$ cat src/rtl/freq_count_pkg.sv
// Shared constants, state encoding and error codes for the frequency-counter
// Wishbone master and its single-transfer engine.
package freq_count_pkg;

  localparam logic [31:0] DEF_ADDR_CTRL   = 32'h8;
  localparam logic [31:0] DEF_ADDR_RESULT = 32'h9;

  localparam int CTRL_RST   = 0;
  localparam int CTRL_START = 7;

  typedef enum logic [2:0] {
    IDLE,
    WR_RST,
    GAP1,
    WR_START,
    GAP2,
    WAIT_GATE,
    RD_RES,
    FINISH
  } state_e;

  typedef enum logic [1:0] {
    ERR_OK      = 2'b00,
    ERR_BUS     = 2'b01,
    ERR_RETRY   = 2'b10,
    ERR_TIMEOUT = 2'b11
  } err_e;

  function automatic logic [31:0] ctrl_word(input int bit_pos);
    return 32'(1) << bit_pos;
  endfunction

endpackage

$ cat src/rtl/wb_single_xfer.sv
// One Wishbone classic single transfer: registered bus drive, retry reissue
// and per-attempt timeout. Completion is reported combinationally at the
// edge that registers the slave termination.
module wb_single_xfer
  import freq_count_pkg::*;
#(
  parameter int TIMEOUT   = 16,
  parameter int MAX_RETRY = 3
) (
  input  logic        clk_i,
  input  logic        rst_i,
  input  logic        req,
  input  logic [31:0] req_adr,
  input  logic [31:0] req_dat,
  input  logic        req_we,
  output logic        fin,
  output logic [1:0]  fin_err,
  output logic [31:0] rdata,
  output logic [31:0] adr_o,
  output logic [31:0] dat_o,
  input  logic [31:0] dat_i,
  output logic        we_o,
  output logic        cyc_o,
  output logic        stb_o,
  output logic [3:0]  sel_o,
  input  logic        ack_i,
  input  logic        err_i,
  input  logic        rty_i
);

  localparam int WAIT_W = $clog2(TIMEOUT + 1);
  localparam int RTRY_W = $clog2(MAX_RETRY + 2);

  logic [WAIT_W-1:0] wait_cnt;
  logic [RTRY_W-1:0] rtry_cnt;
  logic              reissue;
  logic              exhausted;
  logic              timed_out;

  assign exhausted = (rtry_cnt == RTRY_W'(MAX_RETRY));
  assign timed_out = !(ack_i || err_i || rty_i) && (wait_cnt == WAIT_W'(TIMEOUT - 1));
  assign rdata     = dat_i;

  // err beats rty beats ack; a plain rty only ends the transfer once exhausted
  always_comb begin
    fin     = 1'b0;
    fin_err = ERR_OK;
    if (stb_o) begin
      if (err_i) begin
        fin     = 1'b1;
        fin_err = ERR_BUS;
      end else if (rty_i) begin
        if (exhausted) begin
          fin     = 1'b1;
          fin_err = ERR_RETRY;
        end
      end else if (ack_i) begin
        fin = 1'b1;
      end else if (timed_out) begin
        fin     = 1'b1;
        fin_err = ERR_TIMEOUT;
      end
    end
  end

  always_ff @(posedge clk_i) begin
    if (rst_i) begin
      stb_o    <= 1'b0;
      cyc_o    <= 1'b0;
      sel_o    <= 4'h0;
      we_o     <= 1'b0;
      adr_o    <= 32'h0;
      dat_o    <= 32'h0;
      reissue  <= 1'b0;
      wait_cnt <= '0;
      rtry_cnt <= '0;
    end else if (req) begin
      stb_o    <= 1'b1;
      cyc_o    <= 1'b1;
      sel_o    <= 4'hF;
      we_o     <= req_we;
      adr_o    <= req_adr;
      dat_o    <= req_dat;
      reissue  <= 1'b0;
      wait_cnt <= '0;
      rtry_cnt <= '0;
    end else if (reissue) begin
      // address, data and we are still held from the original request
      stb_o    <= 1'b1;
      cyc_o    <= 1'b1;
      sel_o    <= 4'hF;
      reissue  <= 1'b0;
      wait_cnt <= '0;
    end else if (stb_o) begin
      if (fin) begin
        stb_o <= 1'b0;
        cyc_o <= 1'b0;
        sel_o <= 4'h0;
      end else if (rty_i) begin
        stb_o    <= 1'b0;
        cyc_o    <= 1'b0;
        sel_o    <= 4'h0;
        reissue  <= 1'b1;
        rtry_cnt <= rtry_cnt + 1'b1;
      end else begin
        wait_cnt <= wait_cnt + 1'b1;
      end
    end
  end

endmodule

$ cat src/rtl/freq_count_wb_master.sv
// Sequences one frequency_counter measurement over Wishbone: reset write,
// start write, programmable gate wait, then result read.
module freq_count_wb_master
  import freq_count_pkg::*;
#(
  parameter logic [31:0] ADDR_CTRL   = DEF_ADDR_CTRL,
  parameter logic [31:0] ADDR_RESULT = DEF_ADDR_RESULT,
  parameter int          GATE_W      = 16,
  parameter int          TIMEOUT     = 16,
  parameter int          MAX_RETRY   = 3
) (
  input  logic              clk_i,
  input  logic              rst_i,
  input  logic              start_i,
  input  logic [GATE_W-1:0] gate_cycles_i,
  output logic              busy_o,
  output logic              done_o,
  output logic [31:0]       result_o,
  output logic [1:0]        error_o,
  output logic [31:0]       adr_o,
  output logic [31:0]       dat_o,
  input  logic [31:0]       dat_i,
  output logic              we_o,
  output logic              cyc_o,
  output logic              stb_o,
  output logic              lock_o,
  output logic [3:0]        sel_o,
  input  logic              ack_i,
  input  logic              err_i,
  input  logic              rty_i,
  output logic              tagn_o
);

  state_e            state, state_n;
  logic [GATE_W-1:0] gate_q, gate_n;
  logic [GATE_W-1:0] gate_cnt, cnt_n;
  logic [31:0]       result_n;
  logic [1:0]        error_n;
  logic              done_n;

  logic              req;
  logic [31:0]       req_adr;
  logic [31:0]       req_dat;
  logic              req_we;
  logic              x_fin;
  logic [1:0]        x_err;
  logic [31:0]       x_rdata;

  assign lock_o = 1'b0;
  assign tagn_o = 1'b0;

  wb_single_xfer #(
    .TIMEOUT   (TIMEOUT),
    .MAX_RETRY (MAX_RETRY)
  ) u_xfer (
    .clk_i   (clk_i),
    .rst_i   (rst_i),
    .req     (req),
    .req_adr (req_adr),
    .req_dat (req_dat),
    .req_we  (req_we),
    .fin     (x_fin),
    .fin_err (x_err),
    .rdata   (x_rdata),
    .adr_o   (adr_o),
    .dat_o   (dat_o),
    .dat_i   (dat_i),
    .we_o    (we_o),
    .cyc_o   (cyc_o),
    .stb_o   (stb_o),
    .sel_o   (sel_o),
    .ack_i   (ack_i),
    .err_i   (err_i),
    .rty_i   (rty_i)
  );

  // Requests are raised in the cycle before a transfer state so the
  // transfer engine registers stb_o on the same edge the state is entered.
  always_comb begin
    state_n  = state;
    gate_n   = gate_q;
    cnt_n    = gate_cnt;
    result_n = result_o;
    error_n  = error_o;
    done_n   = 1'b0;
    req      = 1'b0;
    req_adr  = ADDR_CTRL;
    req_dat  = 32'h0;
    req_we   = 1'b0;
    case (state)
      IDLE: begin
        if (start_i) begin
          state_n = WR_RST;
          gate_n  = gate_cycles_i;
          error_n = ERR_OK;
          req     = 1'b1;
          req_adr = ADDR_CTRL;
          req_dat = ctrl_word(CTRL_RST);
          req_we  = 1'b1;
        end
      end
      WR_RST: begin
        if (x_fin) begin
          if (x_err != ERR_OK) begin
            error_n = x_err;
            state_n = FINISH;
            done_n  = 1'b1;
          end else begin
            state_n = GAP1;
          end
        end
      end
      GAP1: begin
        state_n = WR_START;
        req     = 1'b1;
        req_adr = ADDR_CTRL;
        req_dat = ctrl_word(CTRL_START);
        req_we  = 1'b1;
      end
      WR_START: begin
        if (x_fin) begin
          if (x_err != ERR_OK) begin
            error_n = x_err;
            state_n = FINISH;
            done_n  = 1'b1;
          end else begin
            state_n = GAP2;
          end
        end
      end
      GAP2: begin
        state_n = WAIT_GATE;
        cnt_n   = gate_q;
      end
      WAIT_GATE: begin
        if (gate_cnt == '0) begin
          state_n = RD_RES;
          req     = 1'b1;
          req_adr = ADDR_RESULT;
          req_we  = 1'b0;
        end else begin
          cnt_n = gate_cnt - 1'b1;
        end
      end
      RD_RES: begin
        if (x_fin) begin
          if (x_err != ERR_OK) begin
            error_n = x_err;
          end else begin
            result_n = x_rdata;
          end
          state_n = FINISH;
          done_n  = 1'b1;
        end
      end
      FINISH: begin
        state_n = IDLE;
      end
      default: begin
        state_n = IDLE;
      end
    endcase
  end

  always_ff @(posedge clk_i) begin
    if (rst_i) begin
      state    <= IDLE;
      result_o <= 32'h0;
      error_o  <= 2'b00;
      done_o   <= 1'b0;
      busy_o   <= 1'b0;
    end else begin
      state    <= state_n;
      result_o <= result_n;
      error_o  <= error_n;
      done_o   <= done_n;
      busy_o   <= (state_n != IDLE);
    end
  end

  // gate value and countdown are only read after being loaded
  always_ff @(posedge clk_i) begin
    gate_q   <= gate_n;
    gate_cnt <= cnt_n;
  end

endmodule

$ cat config.mk
export PLATFORM = sky130hd
export DESIGN_NAME = freq_count_wb_master
export DESIGN_NICKNAME = d
export VERILOG_FILES = /design/src/rtl/freq_count_pkg.sv /design/src/rtl/wb_single_xfer.sv /design/src/rtl/freq_count_wb_master.sv
export SDC_FILE = /design/constraint.sdc
export NUM_CORES = 1
export LEC_CHECK = 0
export CAP_MARGIN = 20
export CORE_MARGIN = 1.5
export CORE_UTILIZATION = 47
export DETAILED_ROUTE_END_ITERATION = 10
export MAX_ROUTING_LAYER = met4
export PLACE_DENSITY = 0.86
export SLEW_MARGIN = 30
export SYNTH_ARGS = -nofsm -noshare
export SYNTH_HDL_FRONTEND = slang
export SYNTH_SLANG_ARGS = --single-unit
$ cat constraint.sdc
create_clock -name clk_i -period 3.55 [get_ports clk_i]
set_input_delay 0.355 -clock clk_i [delete_from_list [all_inputs] [get_ports clk_i]]
set_output_delay 0.355 -clock clk_i [all_outputs]
set_load 0.02 [all_outputs]
# --- After elaboration in Yosys (flattened, before gate mapping) ---
# Index checks and enable logic that the tools add are counted.
op_classes:
  addsub: 3
  eq_ne: 13
  mux: 54
  n_bitwise: 5
  reduce_logical: 24
op_table:
  columns: ["operator", "n"]
  rows:
  - ["16-bit one-hot mux with 2 select lines", 1]
  - ["1-bit 2-to-1 mux", 25]
  - ["3-bit one-hot mux with 8 select lines", 1]
  - ["2-bit 2-to-1 mux", 10]
  - ["4-bit 2-to-1 mux", 5]
  - ["3-bit 2-to-1 mux", 6]
  - ["16-bit zero test", 1]
  - ["16-bit 2-to-1 mux", 1]
  - ["8-bit one-hot mux with 2 select lines", 1]
  - ["16-bit by 1-bit subtractor with 16-bit output (second input constant)", 1]
  - ["3-bit == test (second input constant)", 4]
  - ["3-bit by 2-bit == test with 1-bit output (second input constant)", 3]
  - ["4-bit AND reduction", 2]
  - ["2-bit AND reduction", 3]
  - ["3-bit AND reduction", 2]
  - ["2-bit nonzero test", 3]
  - ["3-bit nonzero test", 2]
  - ["3-bit OR reduction", 2]
  - ["5-bit by 1-bit adder with 5-bit output (second input constant)", 1]
  - ["5-bit by 4-bit == test with 1-bit output (second input constant)", 1]
  - ["1-bit NOT", 5]
  - ["5-bit OR reduction", 1]
  - ["2-bit by 1-bit != test with 1-bit output (second input constant)", 2]
  - ["2-bit != test (second input constant)", 2]
  - ["11 further kinds", 14]
word_totals:
  reg_bits: 151
  inputBits: 54

# --- Longest topological paths before layout ---
# Gate-level depths: netlist of the first run.
logic_depth:
  ltp_word: 14
  ltp_mapped: 8
  depth_no_buf: 8

# --- By module ---
# A second synthesis of the first run with hierarchy kept.
hier_totals:
  cells_unflattened: 611
  area_unflattened_um2: 6055.8
modules_own_cells:
  columns: ["mod", "n_inst", "cells_each", "area_per_inst_um2", "seq_area_each_um2"]
  rows:
  - ["wb_single_xfer", 1, 314, 3111.7, 1521.5]
  - ["freq_count_wb_master", 1, 297, 2944.1, 1741.7]

# --- Worst setup path before layout of the first run ---
# Ideal clock, no wire load.
synth_path:
  kind: "reg-to-reg"
  start: "register gate_cnt[0]"
  end: "register gate_cnt[0] (enable)"
  setup_time_ns: 0.394
  t_arrival_ns: 1.752
  t_required_ns: 3.156
  setup_slack_ns: 1.404
  stages_incl_launch_ff: 6
  n_path_buf: 0
  synth_period_minus_slack_ns: 2.146
  cell_sequence: "edfxtp_1 inv_1 ha_1 nand4b_4 nor2_1 a21oi_1"
synth_between:
  elab_chain_cells: 3
synth_rtl:
  columns: ["element", "line_no", "rtl"]
  rows:
  - ["from (decl)", "freq_count_wb_master.sv:36", "logic [GATE_W-1:0] gate_cnt, cnt_n;"]
  - ["from (signal assigned)", "freq_count_wb_master.sv:184", "gate_cnt <= cnt_n;"]
  - ["16-bit zero test", "freq_count_wb_master.sv:136", "if (gate_cnt == '0) begin"]
  - ["2-bit != test (no source line)", null, null]
  - ["2-bit AND reduction (no source line)", null, null]
# No other way between the ends.
# A chain may end at the register's enable or synchronous reset.

# --- Worst setup path in the final report of the first run ---
layout_path:
  start: "register u_xfer.wait_cnt[0]"
  end: "register busy_o"
layout_between:
  elab_chain_cells: 12
  elab_cells_between_ends: 20
layout_rtl:
  columns: ["element", "line_no", "rtl"]
  rows:
  - ["from (decl)", "wb_single_xfer.sv:34", "logic [WAIT_W-1:0] wait_cnt;"]
  - ["from (signal assigned)", "wb_single_xfer.sv:106", "wait_cnt <= wait_cnt + 1'b1;"]
  - ["5-bit by 4-bit == test with 1-bit output (*)", "wb_single_xfer.sv:41", "assign timed_out = !(ack_i || err_i || rty_i) && (wait_cnt == WAIT_W'(TIMEOUT - 1));"]
  - ["1-bit logical AND (*)", "wb_single_xfer.sv:41", null]
  - ["2-bit 2-to-1 mux", "wb_single_xfer.sv:59", "end else if (timed_out) begin"]
  - ["2-bit 2-to-1 mux", "wb_single_xfer.sv:57", "end else if (ack_i) begin"]
  - ["2-bit 2-to-1 mux", "wb_single_xfer.sv:52", "end else if (rty_i) begin"]
  - ["2-bit 2-to-1 mux", "wb_single_xfer.sv:49", "if (err_i) begin"]
  - ["2-bit 2-to-1 mux", "wb_single_xfer.sv:48", "if (stb_o) begin"]
  - ["2-bit nonzero test", "freq_count_wb_master.sv:104, freq_count_wb_master.sv:122", null]
  - ["2-bit 2-to-1 mux or 3-bit 2-to-1 mux (tied branches)", "freq_count_wb_master.sv:122, freq_count_wb_master.sv:104", null]
  - ["3-bit 2-to-1 mux (on tied branches)", "freq_count_wb_master.sv:121, freq_count_wb_master.sv:103", null]
  - ["3-bit one-hot mux with 8 select lines (*)", "freq_count_wb_master.sv:90", "case (state)"]
  - ["3-bit nonzero test (*)", "freq_count_wb_master.sv:177", "busy_o <= (state_n != IDLE);"]
  - ["to (signal assigned)", "freq_count_wb_master.sv:177", null]
  - ["to (decl)", "freq_count_wb_master.sv:16", "output logic busy_o,"]
# Every way passes the cells marked *; elsewhere a longest branch is shown, timed or not.

==> impl_metrics.json, run 1 <==
{
  "ys_seq_area_share_pct": 49.8,
  "ys.flop_type": "dfxtp_1",
  "clk_pin_slew_ps": 90,
  "arrival_ps": 2430,
  "synth_edf_count": 32,
  "internal_power_w": 0.00144,
  "p_switching_w": 0.000512,
  "worstHoldPathType": "reg2reg",
  "cp.required_ps": 3770,
  "netlist_top_cells_count": "90 x nand2_1, 66 x buf_4, 55 x dfxtp_1",
  "maxCapViolations": 0,
  "grt_pass1_wl_um": 13400,
  "avgSynthCellArea_um2": 9.50,
  "worst_pin_slew_ps": 898,
  "yosysMostFrequentCell": "nand2_1",
  "dieArea_um2": 9390,
  "tns_ps": 0,
  "synth_area_um2": 4140,
  "pwr-share-clk_pct": 32.3,
  "wl_per_cell_um": 13.0,
  "core-area_um2": 8640,
  "async_flop_share_pct": 0,
  "r2r_setup_slack_ps": 1340,
  "ys_warn_count": 0,
  "drt_pre_antenna_iters": 4,
  "start_util_pct": 48.0,
  "p_comb_share_pct": 12.1,
  "cp.buffers_inverters": 0,
  "drive_above_1_share_pct": 6.98,
  "powerDensity_nw_per_um2": 380,
  "ant_nets": 0,
  "die_x_um": 96.9,
  "placedCellCount": 622,
  "cp-start-kind": "flip-flop",
  "grt-ovfl-total": 0,
  "fin_crit_sh_pct": 62.2,
  "cts_sinks": 87,
  "antenna_found_initial": 0,
  "leakagePower_nw": 1.89,
  "grt_max_degree": 52,
  "critical_path.slowest_cell": "or3_1",
  "grt_usage_pct": 18.1,
  "clockBufferDepth": 2,
  "layoutNonFillerInstCount": 638,
  "drt-initial-drc-count": 181,
  "post-dp-hpwl_um": 6050,
  "ios": 163,
  "clk_latency_ps": 350,
  "yosysTopAreaCellShare_pct": 26.6,
  "maxSlewViolCount": 0,
  "crit_type": "reg2reg",
  "root_buffer": "clkbuf_8",
  "setup_viol": 0,
  "crit_top_cell": "ha_1",
  "ys_types": 57,
  "switching_share_pct": 26.3,
  "htreeDepth": 3,
  "rsz0062_at_grt": "no",
  "tritoncts": "built",
  "outcome": "completed",
  "ir_drop_mv": 0.330,
  "cts_buffers": 9,
  "areaGrowthSynthToFinish_pct": 23.6,
  "fin_nets": 584,
  "vias": 3125,
  "cp_cell_sequence": "ha_1 -> and3_1 -> ha_1 -> nor4_1 -> nor4b_1 -> o21ai_0 -> a21oi_2 -> or3_1",
  "diodes": 0,
  "die_h_um": 96.9,
  "fin_worst_skew_ps": 14.9,
  "drc": 0,
  "worstSetupEndpointType": "flip-flop",
  "viasPerCell": 4.90,
  "synth_area_leaders": "dfxtp_1 27%, edfxtp_1 23%, buf_4 12%",
  "power.total_w": 0.00195,
  "timing.fmax_mhz": 453,
  "gp_congestion": 0.833,
  "slew_headroom_pct": 40.1,
  "std_cell_rows": 34,
  "io_buffers": 100,
  "ys_ff_latch": 87,
  "crit_path_max_incr_delay_ps": 380,
  "grt_pass1_vias": 2975,
  "syn_inst": 436,
  "holdBufCountCts": 0,
  "min_period_ps": 2210,
  "yosys.area.top_type": "dfxtp_1",
  "post_cts_resize_count": 0,
  "finalHoldViolCount": 0,
  "cts_setup_buffers": 0,
  "cp_max_fo": 3,
  "whs_ps": 458,
  "routed_wl_um": 8270,
  "crit_family": "simple AND/OR/NAND/NOR gates",
  "power_frac_seq_pct": 55.6
}
## layout by cell type (no fill, tap or decap), types with 2 or more instances in the layout
master and n:
o21ai_0 16, nor2b_1 2, buf_4 3, a211oi_1 2
nor2_1 17, a21oi_1 41, o21a_1 2, mux2i_1 2
a31oi_1 2, o21ai_2 4, clkbuf_8 10, nand2_2 2
nand2_1 89, dfxtp_1 55, xnor2_1 7, nor4_4 2
a21o_1 2, nor3_1 10, and3_1 2, clkdlybuf4s50_1 99
inv_1 8, nor3b_1 4, edfxtp_1 32, or3_1 2
nor4_1 2, clkinv_2 2, xor2_1 11, clkinv_4 2
ha_1 5, nand3_1 3, conb_1 62
## worst paths after layout
path / start / end / cells after the start
worst min register to register: result_o[27]$_SDFFE_PP0P_ / result_o[27]$_SDFFE_PP0P_ / 2
worst max register to register: u_xfer.wait_cnt[0]$_SDFFE_PP0P_ / busy_o$_SDFF_PP0_ / 8
worst max-delay path: u_xfer.wait_cnt[0]$_SDFFE_PP0P_ / busy_o$_SDFF_PP0_ / 8
worst min-delay path: result_o[27]$_SDFFE_PP0P_ / result_o[27]$_SDFFE_PP0P_ / 2
## stage by stage
| step | util, % | worst slack [ps] | cell area, um^2 |
|---|---|---|---|
| after floorplan | - | 1400 | 4370 |
| after global placement | 57.2 | 1190 | 4940 |
| after CTS | 59.3 | 1350 | 5120 |
| after detailed placement | 57.2 | 1100 | 4940 |
| after global routing | 59.3 | 1170 | 5120 |
| final | 59.3 | 1340 | 5120 |
## cell type report
| type | count | area, um^2 |
|---|---|---|
| Tap cell | 108 | 135 |
| Inverter | 8 | 30.0 |
| Clock buffer | 10 | 138 |
| Multi-Input combinational cell | 316 | 1700 |
| Timing Repair Buffer | 103 | 1020 |
| Fill cell | 691 | 3510 |
| Clock inverter | 6 | 43.8 |
| Sequential cell | 87 | 2060 |
## power by group through the flow
stage	Clock (W)	Sequential (W)	Combinational, W
6_report	0.000629	0.00108	0.000236
5_1_grt	0.000686	0.00109	0.000256
4_1_cts	0.000639	0.00108	0.000237
3_5_place_dp	0	0.00111	0.000236
3_3_place_gp	0	0.00110	0.000232
2_1_floorplan	0	0.00111	0.000190
## registers in the layout, indices dropped and copies added, names as in the netlist
register         cells
result_o            32
gate_cnt            16
gate_q              16
u_xfer.wait_cnt      5
state                3
u_xfer.rtry_cnt      3
error_o              2
u_xfer.adr_o         2
u_xfer.dat_o         2
busy_o               1
done_o               1
u_xfer.reissue       1
u_xfer.sel_o         1
u_xfer.stb_o         1
u_xfer.we_o          1
## routing by layer
layer	global-route usage, %	up-vias	wire [um]
met3	5.64	17	624
met1	21.1	1425	3460
met2	28.2	156	3980
met5	-	-	0
met4	9.25	0	214
li1	-	1527	-
## kinds of logic (layout without fill, tap and decap cells)
family | Yosys count | count (layout) | share of synthesized area [%]
DFF | 87 | 87 | 49.8
adders and majority gates | 5 | 5 | 1.51
muxes | 2 | 2 | 0.483
buffers and inverters | 94 | 127 | 14.9
other | 1 | 62 | 0.0905
and+or+nand+nor | 151 | 151 | 18.3
xor gates and xnor gates | 18 | 18 | 3.80
AOI/OAI and AO/OA | 78 | 78 | 11.2
## worst register-to-register path, stage by stage, from the launching register on
cell and delay (ps):
dfxtp_1 340, ha_1 210, and3_1 190, ha_1 220, nor4_1 340, nor4b_1 110
o21ai_0 220, a21oi_2 90, or3_1 380
Power figures use the tool's default switching activity.
==> run 2: changes to the inputs <==
CORE_UTILIZATION = 44   (was 47)
PLACE_DENSITY = 0.81   (was 0.86)
clock period = 2.1 ns   (was 3.55 ns; I/O delays follow)
==> run 2 against run 1 <==
  * The flow now finishes with violations (negative setup slack)
  * Die area rose by 6.6%
  * Sequential share of layout area fell by 1.4 points
  * Fmax rose by 5.0%
  * Cell area rose by 3.7%
  * Global-route usage fell by 0.36 points
  * Setup slack got worse by 1300 ps
  * Critical path depth did not move
  * Clock power rose by 72%
  * Routed wire length rose by 7.0%
  * Register-to-register slack got worse by 1300 ps
  * Combinational power rose by 78%
  * Sequential power rose by 69%
==> impl_metrics.json, run 2 (synthesis gave the netlist of run 1 again) <==
{
  "layout_common_cells": "99 x clkdlybuf4s50_1, 90 x nand2_1, 62 x conb_1",
  "cp.required_ps": 2330,
  "grt_pass1_wl_um": 13700,
  "cts_buffers": 9,
  "power.total_w": 0.00333,
  "powerDensity_nw_per_um2": 627,
  "ios": 163,
  "cts_sinks": 87,
  "htreeDepth": 3,
  "areaGrowthSynthToFinish_pct": 28.2,
  "slew_headroom_pct": 63.0,
  "viasPerCell": 4.87,
  "clk_latency_ps": 350,
  "fin_nets": 602,
  "final_common_cell": "clkdlybuf4s50_1",
  "crit_top_cell": "ha_2",
  "tritoncts": "built",
  "min_period_ps": 2100,
  "place_area_um2": 5100,
  "setup_viol": 1,
  "antenna_found_initial": 0,
  "largest_reg_flops": 32,
  "whs_ps": 221,
  "root_buffer": "clkbuf_8",
  "cp-start-kind": "flip-flop",
  "routed_wl_um": 8850,
  "finalHoldViolCount": 0,
  "regMostFlops": "result_o",
  "critical_path.slowest_cell": "dfxtp_2",
  "ant_nets": 0,
  "fin_crit_sh_pct": 100,
  "start_util_pct": 45.1,
  "outcome": "finished with violations",
  "drt-initial-drc-count": 155,
  "drt_pre_antenna_iters": 4,
  "clk_pin_slew_ps": 90,
  "cp_cell_sequence": "ha_2 -> and3_1 -> ha_2 -> nor3b_1 -> a21o_1 -> o311a_1 -> o21a_1 -> or3_1",
  "violations": "negative setup slack",
  "timing.fmax_mhz": 476,
  "dieArea_um2": 10000,
  "clockBufferDepth": 2,
  "crit_type": "reg2reg",
  "wl_per_cell_um": 13.4,
  "ir_drop_mv": 0.365,
  "maxCapViolations": 0,
  "worstHoldPathType": "in2reg",
  "crit_path_max_incr_delay_ps": 330,
  "pre_cts_slack_ps": -60.7,
  "die_x_um": 100,
  "diodes": 0,
  "fin_worst_skew_ps": 9.07,
  "setup_slack_ps": -1.33,
  "core-area_um2": 9200,
  "grt_pass1_vias": 3075,
  "fin_area_um2": 5310,
  "maxSlewViolCount": 0,
  "worstSetupEndpointType": "flip-flop",
  "rsz0062_at_grt": "yes",
  "leakagePower_nw": 1.99,
  "worst_pin_slew_ps": 554,
  "io_buffers": 100,
  "arrival_ps": 2330,
  "grt_usage_pct": 17.7,
  "die_h_um": 100,
  "vias": 3208,
  "drc": 0,
  "grt_max_degree": 37,
  "post-dp-hpwl_um": 6440,
  "cp_max_fo": 3,
  "drive_above_1_share_pct": 10.6,
  "grt-ovfl-total": 0,
  "gp_congestion": 0.866,
  "std_cell_rows": 35,
  "largestRegisters": "result_o x32, gate_cnt x16, gate_q x16"
}
run 2: cell types whose count changed in the layout (fill, tap and decap cells not counted), moves of 2 or more:
cell | previous run | this run
ha_1 | 5 | 3
ha_2 | 0 | 2
dfxtp_1 | 55 | 53
buf_4 | 3 | 19
buf_12 | 0 | 2
dfxtp_2 | 0 | 2
run 2: layer usage:
layer,part of all wire [%],track usage [%],wire [um],vias to the layer above
met5,0,-,0,-
met4,1.8,8.23,158,0
met3,7.1,3.69,631,14
met2,49,28.8,4340,151
met1,42,21.2,3710,1484
li1,-,-,-,1559
run 2: area by class of cell:
cell class                 count  area (um^2)
clock inverter                 5         30.0
timing repair buffer         121         1180
tap                          111          139
multi-input combinational    316         1720
fill                         749         3880
clock buffer                  11          153
sequential                    87         2060
inverter                       8         30.0
run 2: path summary, 6_finish.rpt:
check | cells past startpoint | to | slack, ps | start
max | 8 | busy_o$_SDFF_PP0_ | -1 | u_xfer.wait_cnt[0]$_SDFFE_PP0P_
min | 2 | u_xfer.stb_o$_SDFF_PP0_ | 220 | rst_i
max reg2reg | 8 | busy_o$_SDFF_PP0_ | -1 | u_xfer.wait_cnt[0]$_SDFFE_PP0P_
min reg2reg | 2 | result_o[9]$_SDFFE_PP0P_ | 460 | result_o[9]$_SDFFE_PP0P_
run 2: worst max-delay path, delay by kind of cell (launching register included):
| family | cells | cell delay, ps |
|---|---|---|
| AOI/OAI and AO/OA | 3 | 660 |
| adders and majority gates | 2 | 360 |
| DFF | 1 | 330 |
| and+or+nand+nor | 3 | 650 |
run 2: timing repair:
| action | in CTS | in global routing |
|---|---|---|
| buffers inserted | 1 | 0 |
| pin swaps | 0 | 1 |
| hold buffers | 0 | 0 |
| gates resized for setup | 5 | 2 |
| endpoints found under the setup margin | 17 | 3 |
| endpoints found under the hold margin | 0 | 0 |
run 2: stage by stage:
stage                     utilization [%]  std cells  TNS, ps
after floorplan                         -        497        0
after global placement               55.5        642        0
after detailed placement             55.5        642    -60.7
after CTS                            57.7        659    -9.11
after global routing                 57.8        659    -73.2
final                                57.8        659    -1.33
run 2: report_power, final:
| group | internal (W) | switching (W) | total [W] |
|---|---|---|---|
| Combinational | 0.000176 | 0.000245 | 0.000421 |
| Sequential | 0.00180 | 0.0000328 | 0.00183 |
| Clock | 0.000499 | 0.000584 | 0.00108 |
| Total | 0.00247 | 0.000862 | 0.00333 |
